<file path="src/rtl/instr_issue_queue.sv">
// rtl/instr_issue_queue.sv - FIFO-buffered instruction issuer for the snooping MSI system
// Each instruction is held for HOLD_CYCLES, followed by GAP_CYCLES of NOP.

module instr_issue_fifo #(
    parameter int DEPTH = 8
) (
    input  logic                       clock,
    input  logic                       reset,
    input  logic                       push,
    input  logic [6:0]                 push_data,
    input  logic                       pop,
    output logic [6:0]                 head,
    output logic [6:0]                 second,
    output logic [$clog2(DEPTH+1)-1:0] count
);
    localparam int AW = $clog2(DEPTH);
    localparam int CW = $clog2(DEPTH + 1);

    logic [6:0]    mem [DEPTH];
    logic [AW-1:0] wr_ptr;
    logic [AW-1:0] rd_ptr;

    always_ff @(posedge clock) begin
        if (push) begin
            mem[wr_ptr] <= push_data;
        end
    end

    always_ff @(posedge clock) begin
        if (reset) begin
            wr_ptr <= '0;
            rd_ptr <= '0;
            count  <= '0;
        end else begin
            if (push) begin
                wr_ptr <= wr_ptr + AW'(1);
            end
            if (pop) begin
                rd_ptr <= rd_ptr + AW'(1);
            end
            count <= count + CW'(push) - CW'(pop);
        end
    end

    assign head   = mem[rd_ptr];
    assign second = mem[rd_ptr + AW'(1)];
endmodule

module instr_issue_queue #(
    parameter int DEPTH       = 8,
    parameter int HOLD_CYCLES = 3,
    parameter int GAP_CYCLES  = 1
) (
    input  logic                       clock,
    input  logic                       reset,
    input  logic                       in_valid,
    input  logic [6:0]                 in_instr,
    input  logic                       pause,
    output logic                       in_ready,
    output logic [6:0]                 instruction,
    output logic                       issue_pulse,
    output logic                       busy,
    output logic [$clog2(DEPTH+1)-1:0] count
);
    localparam int CW = $clog2(DEPTH + 1);
    localparam int HW = (HOLD_CYCLES > 1) ? $clog2(HOLD_CYCLES) : 1;
    localparam int GW = (GAP_CYCLES > 1) ? $clog2(GAP_CYCLES) : 1;
    localparam logic [HW-1:0] HOLD_LOAD = HW'(HOLD_CYCLES - 1);
    localparam logic [GW-1:0] GAP_LOAD  = GW'((GAP_CYCLES > 0) ? GAP_CYCLES - 1 : 0);
    localparam logic [6:0]    NOP       = 7'b0000000;

    typedef enum logic [1:0] {IDLE, HOLD, GAP} state_t;

    state_t        state;
    logic [HW-1:0] hold_cnt;
    logic [GW-1:0] gap_cnt;
    logic          push;
    logic          pop;
    logic          more_after_pop;
    logic          back_to_back;
    logic [6:0]    head;
    logic [6:0]    second;
    logic [6:0]    next_head;

    instr_issue_fifo #(.DEPTH(DEPTH)) fifo (
        .clock     (clock),
        .reset     (reset),
        .push      (push),
        .push_data (in_instr),
        .pop       (pop),
        .head      (head),
        .second    (second),
        .count     (count)
    );

    assign in_ready       = (count < CW'(DEPTH));
    assign push           = in_valid && in_ready && !reset;
    assign pop            = (state == HOLD) && (hold_cnt == '0);
    assign more_after_pop = (count > CW'(1)) || push;
    assign back_to_back   = pop && (GAP_CYCLES == 0) && more_after_pop && !pause;
    // With a single entry left, the follow-on word is being written this very edge.
    assign next_head      = (count == CW'(1)) ? in_instr : second;
    assign busy           = (state != IDLE) || (count != '0);

    always_ff @(posedge clock) begin
        if (reset) begin
            state       <= IDLE;
            hold_cnt    <= '0;
            gap_cnt     <= '0;
            instruction <= NOP;
            issue_pulse <= 1'b0;
        end else begin
            issue_pulse <= 1'b0;
            case (state)
                IDLE: begin
                    if (count != '0 && !pause) begin
                        state       <= HOLD;
                        hold_cnt    <= HOLD_LOAD;
                        instruction <= head;
                        issue_pulse <= 1'b1;
                    end
                end
                HOLD: begin
                    if (hold_cnt != '0) begin
                        hold_cnt <= hold_cnt - HW'(1);
                    end else if (GAP_CYCLES > 0) begin
                        state       <= GAP;
                        gap_cnt     <= GAP_LOAD;
                        instruction <= NOP;
                    end else if (back_to_back) begin
                        hold_cnt    <= HOLD_LOAD;
                        instruction <= next_head;
                        issue_pulse <= 1'b1;
                    end else begin
                        state       <= IDLE;
                        instruction <= NOP;
                    end
                end
                GAP: begin
                    if (gap_cnt == '0) begin
                        state <= IDLE;
                    end else begin
                        gap_cnt <= gap_cnt - GW'(1);
                    end
                end
                default: begin
                    state       <= IDLE;
                    instruction <= NOP;
                end
            endcase
        end
    end
endmodule

</file>
<file path="config.mk">
export PLATFORM = sky130hd
export DESIGN_NAME = instr_issue_queue
export DESIGN_NICKNAME = d
export VERILOG_FILES = /design/src/rtl/instr_issue_queue.sv
export SDC_FILE = /design/constraint.sdc
export NUM_CORES = 1
export LEC_CHECK = 0
export CAP_MARGIN = 20
export CORE_ASPECT_RATIO = 0.8
export CORE_MARGIN = 3
export CORE_UTILIZATION = 57
export DETAILED_ROUTE_END_ITERATION = 12
export PLACE_DENSITY = 0.78
export SYNTH_ARGS = -nofsm -noshare
export SYNTH_HDL_FRONTEND = slang
export SYNTH_SLANG_ARGS = --single-unit
export TNS_END_PERCENT = 100
</file>
<file path="constraint.sdc">
create_clock -name clock -period 2.2 [get_ports clock]
set_input_delay 0.44 -clock clock [delete_from_list [all_inputs] [get_ports clock]]
set_output_delay 0.44 -clock clock [all_outputs]
set_load 0.02 [all_outputs]
</file>
After elaboration in Yosys (flattened, before gate mapping) --
Memories as Yosys holds them, arrays and structs flattened. A register that Yosys moved wholly into a read port is not among the register bits. Cells that the tools add are included.
Storage, ports and cells: memories kept 1, flip-flop bits (word level) 23, word-level logic and storage cells 61, bits in writable memories 56, output and inout bits 14, input port bits 11
Memories:
- fifo.mem | depth 8, width 7, read ports 1, clocked after Yosys merged registers in 1, write ports 1, RTL line 19 | logic [6:0] mem [DEPTH];
Operators by class: bitwise logic cells 2, reduce and logical (&&, ||, !) cells 19, equal/unequal tests 6, $add $sub $neg 6, order comparisons 1, mux-type cells 18
Operators by type and width (count):
- $pmux 7 s3 | 1
- $mux 7 | 2
- $mux 2 | 5
- $reduce_and 3->1 | 3
- $reduce_bool 2->1 | 4
- $add 3x1->3 const B | 2
- $mux 3 | 2
- $ne 2x2->1 const B | 3
- $pmux 2 s3 | 1
- $mux 1 | 5
- $add 4x1->4 | 1
- $logic_and 1x1->1 | 4
- $logic_not 2->1 | 2
- $lt 4x4->1 const B | 1
- $pmux 2 s2 | 1
- $reduce_bool 4->1 | 1
- $sub 4x1->4 | 1
- $eq 2x1->1 const B | 1
- $eq 2x2->1 const B | 1
- $logic_not 1->1 | 2
- $ne 2x1->1 const B | 1
- $not 1->1 | 2
- $pmux 1 s2 | 1
- $reduce_and 2->1 | 1
- other kinds (4) | 4

Depth between registers and ports, before layout --
depth in word-level cells 5, depth in mapped cells 10, depth with buffers taken out 10

Cells and area by module --
From an unflattened synthesis, not the netlist that was laid out.
Second synthesis, totals: cell total of the unflattened synthesis 229, area, all modules 3768.6 µm²
By module, submodules not included:
- instr_issue_fifo | area each 3179.3 µm², cells each 172, seq. area each 1941.9 µm², times used 1
- instr_issue_queue | area each 589.3 µm², cells each 57, seq. area each 240.2 µm², times used 1

Least setup slack after synthesis --
Ideal clock, no wire load.
path kind input to register, start input port reset, end register fifo.count[2], setup time 0.128 ns, buffers on the path 1, stages 8, setup slack 0.192 ns, data required time 2.072 ns, arrival 1.881 ns, cell sequence buf_6 > nor3b_2 > or2_1 > nand2_1 > ha_1 > fa_1 > xnor2_1 > nor2_1
Between the ends: cells in the longest elaborated chain, start to end 4
RTL lines:
- from (decl) | RTL line 55 | input logic reset,
- $logic_not 1->1 | RTL line 97 | assign push = in_valid && in_ready && !reset;
- $logic_and 1x1->1 | RTL line 97
- $add 4x1->4 | RTL line 41 | count <= count + CW'(push) - CW'(pop);
- $sub 4x1->4 | RTL line 41
- to (signal assigned) | RTL line 41
- to (decl) | RTL line 14 | output logic [$clog2(DEPTH+1)-1:0] count
Several ways; a longest one is shown, not always the timed one. A chain may end at the register's enable or synchronous reset.

Final worst setup path --
start register fifo.count[2], end output port busy
Between the ends: cells in the longest elaborated chain, start to end 2
RTL lines:
- $reduce_bool 4->1 | RTL line 103 | assign busy = (state != IDLE) || (count != '0);
- $logic_or 1x1->1 | RTL line 103
- to (decl) | RTL line 62 | output logic busy,
No other way between the ends.

==> summary.txt <==
Hold path
  • Endpoint, Worst Hold: instruction[5]
  • Beginning of the worst hold path: instruction[5]
  • Worst hold path stage count: 1
  • Hold crit path type: reg -> reg

Setup path
  • Total buffers and inverters traversed by the critical path: 2
  • Worst R2R Setup Slack: 0.18 ns
  • Cell depth of the worst flop-to-flop path: 9
  • Worst Setup Path Type: reg -> out
  • Max FO, Critical Path: 2
  • Worst R2R End: fifo.count[3]
  • Arrival time at the worst endpoint: roughly 1.7 ns
  • Element type at the critical path end: output port
  • CP max stage delay: 0.39 ns
  • Worst path required time: 1.76 ns
  • Cells traversed along the worst timing path: inv_2, ha_1, or3b_4, or3_4, buf_6
  • Worst R2R Start: hold_cnt[0]
  • Library cell contributing the largest single delay on the critical path: or3b_4
  • Family with the most delay on the worst path: simple AND/OR/NAND/NOR gates
  • CP Launch Type: register

STA
  • Min Tclk post-route: 2.175 ns
  • Fmax achieved: roughly 460 MHz
  • Hold Violations, Final: 0
  • RSZ-0062 raised after global routing: yes
  • Setup WS post-layout: 0.02456 ns
  • Transition at the pin with the smallest max-transition slack: around 0.66 ns
  • Max-slew violation total from the final report: 0
  • Worst Clk Skew: 0.006895 ns
  • Tightest slew margin relative to the limit: 0.5597
  • Worst hold slack: about 0.47 ns
  • Final setup violation count: 0
  • Portion of the clock cycle consumed by the worst path in the final layout: 0.9888

Global routing
  • Antenna violations before repair: 0
  • Wire length of the first global-routing pass: just over 9000 um
  • Vias in the first global route: 1815
  • Leftover overflow at the end of global routing: 0
  • Overall routing resource usage: 0.1920
  • Pin count of the biggest net entering global routing: 20

Route
  • Via-to-Cell Ratio: 5.517
  • DR vias: 1793
  • Drt first-iter violations: 132
  • Total length of routed met3 wires: between 300 and 400 um
  • Max Used Layer: met4
  • Average wire per standard cell: 17.47 um
  • Routed Antenna Nets: 0
  • Residual DRC: 0
  • Met2 routed WL: 2828 um
  • Drt total wl: 5678 um
  • Number of iterations in the first detailed-routing pass: 4
  • Detailed-routing wirelength on met1: 2436 um

Synthesis
  • Number of library cell types mapped by synthesis: 37
  • Share of synthesized cell area in full adder, half adder and majority cells: 0.03323
  • Synth Area per Inst: 16.35 sq um
  • Cells after synthesis: 198
  • Share of cell area taken by muxes after synthesis: 0.1051
  • Mapped cell area: 3238 sq um
  • Post-Synth Simple-Gate Area: 0.1179
  • Compound-cell area share of the yosys netlist: 0.03362
  • Post-Synth XOR/XNOR Area: 0.01352
  • Post-synthesis net count: 217
  • Synthesis-stage register bit count: a little over 80
  • Sequential fraction of the synthesis area: 0.6739
  • Largest family of logic cells by synthesized area: simple AND/OR/NAND/NOR gates
  • Synth Warn #: 0

Clock network
  • CTS tree: done
  • Clock-pin slew reported for the worst setup and hold paths after clock tree synthesis: about 0.08 ns
  • Root cell of the clock tree: clkbuf_8
  • Post-CTS setup buffer count: 0
  • Number of hold buffers added after CTS: 0
  • Cts bufs inserted: 9
  • Total clock sinks: between 80 and 90
  • Number of buffers on the longest clock path: 2
  • Post-CTS resize count: 6
  • Depth of the CTS H-tree: 3
  • Insertion delay of the later-clocked pin in the worst-skew pair: 0.35 ns

Cells and area
  • Number of diodes added for antenna fixing: 0
  • Number of fillers in the final layout: 339
  • Area growth from synthesis to final layout: 19.05%
  • Design area: 3855 sq um
  • Share of final-layout standard cells stronger than drive strength 1: 0.2160
  • Number of standard cells in the layout, taps in and fillers out: ~330
  • Nets: 264

Floorplan
  • Core ar.: 5238 sq um
  • I/O pin count: 25
  • Number of placement rows: 23
  • Horizontal extent of the die: ~90 um
  • Full die area: 6627 sq um
  • Chip height: 73.42 um
  • Initial Utilization: 0.6183

Run status
  • Status: complete, no violations

Power and ir drop
  • Pwr/cell area: 1026 nW/um^2
  • Leakage power figure: 0.001380 uW
  • Worst vdd ir: a little under 0.6 mV

Placement
  • Inst Count DP: 309
  • Pre-CTS WS: -0.1056 ns
  • Hpwl dp: 4083 um
  • I/O Buffers: 24
  • Routability-driven placement congestion ratio: approximately 0.77
  • Placed standard-cell area: ~3600 sq um

Flow run
  • Number of maximum-capacitance constraint violations: 0
-- layout make-up --
| type | count | area (sq um) | share of cell area |
|---|---|---|---|
| Clock inverter | 5 | 56.30 | 0.01461 |
| Multi-Input combinational cell | 106 | 987.2 | 0.2561 |
| Clock buffer | 11 | 141.4 | 0.03668 |
| Inverter | 6 | 22.52 | 0.005842 |
| Timing Repair Buffer | 41 | 369.1 | 0.09575 |
| Sequential cell | 81 | 2185 | 0.5667 |
| Tap cell | 75 | 93.84 | 0.02434 |
-- metal layers --
metal / GRT usage / up-vias
li1: - / 835
met5: 0 / -
met1: 0.2387 / 896
met2: 0.3228 / 55
met3: 0.06858 / 7
met4: 0.05772 / 0
-- how the worst max path moves through the flow --
| stage | start | cells after the start | endpoint | slack, ns |
|---|---|---|---|---|
| final | fifo.count[2] | 5 | busy | 0.02 |
| after global routing | fifo.count[2] | 5 | busy | -0.04 |
| after CTS | fifo.count[3] | 5 | busy | 0.0007 |
| after detailed placement | reset | 8 | fifo.count[2] | -0.11 |
| after global placement | reset | 8 | fifo.count[2] | -0.02 |
| after floorplan | reset | 8 | fifo.count[2] | 0.19 |
-- sequential cells by signal (all words and copies together), names as in the netlist, named ones only --
name         cells
hold_cnt         2
fifo.count       4
fifo.mem        56
state            2
issue_pulse      1
instruction      7
fifo.wr_ptr      3
fifo.rd_ptr      3
-- cell usage in the layout (no fill, tap or decap), types with 3 or more instances in the layout --
cell type,synthesis,routed
nor2_1,18,18
a211o_1,7,7
mux4_2,10,10
clkbuf_8,0,10
buf_4,0,17
and2b_1,3,3
mux4_1,4,4
inv_1,6,4
ha_1,7,7
a21oi_1,4,4
edfxtp_1,56,56
nand2b_1,5,5
xnor2_1,3,3
clkdlybuf4s50_1,0,23
nand2_1,8,8
nor3_1,4,4
dfxtp_1,25,23
nor2b_1,13,13
-- synth_stat cells (all sizes together) --
master	n	area [sq um]
a21oi	4	20.02
nand3b	2	15.01
or3b	1	11.26
a211o	7	61.31
clkbuf	1	3.750
or2	1	6.260
ha	7	87.58
o21ai	1	5.000
xor2	2	17.52
nor3b	2	20.02
nor2	18	67.56
edfxtp	56	1682
nand3	1	17.52
inv	6	22.52
dfxtp	25	500.5
nor3	5	36.29
and2	2	15.02
a211oi	1	7.510
nand2b	5	31.28
a21o	1	7.510
nand2	8	30.03
and2b	3	22.52
or3	1	6.260
mux4	14	330.3
fa	1	20.02
mux2i	1	10.01
o21a	1	7.510
nor4	1	21.27
nor2b	13	81.33
xnor2	3	26.28
buf	4	47.54
-- metrics by stage --
step | util | TNS, ns | total power, uW
final | 0.7360 | 0 | 3957
after global routing | 0.7360 | -0.03675 | 4162
after CTS | 0.7339 | 0 | 3955
after detailed placement | 0.6966 | -0.2014 | 2919
after global placement | 0.6966 | -0.03511 | 2860
after floorplan | - | 0 | 2540
-- cells by family (layout without fill, tap and decap cells) --
logic type | count (synthesis) | in the layout
DFF | 81 | 81
and+or+nand+nor | 63 | 63
AOI/OAI and AO/OA | 15 | 15
muxes | 15 | 15
buffers and inverters | 11 | 63
adders and majority gates | 8 | 8
xor gates and xnor gates | 5 | 5
-- worst register-to-register path, delay by kind of cell (launching register included) --
| kind | cells | cell delay, ns |
|---|---|---|
| buf+inv | 1 | 0.08 |
| fa+ha+maj | 2 | 0.50 |
| xor+xnor | 1 | 0.14 |
| flops | 1 | 0.33 |
| simple gates | 3 | 0.52 |
| compound gates | 2 | 0.34 |
-- where the power goes --
part	internal [uW]	switching [uW]
Clock	553	501
Sequential	1750	78.9
Combinational	565	508
No activity file was read; power rests on OpenSTA's default activity.
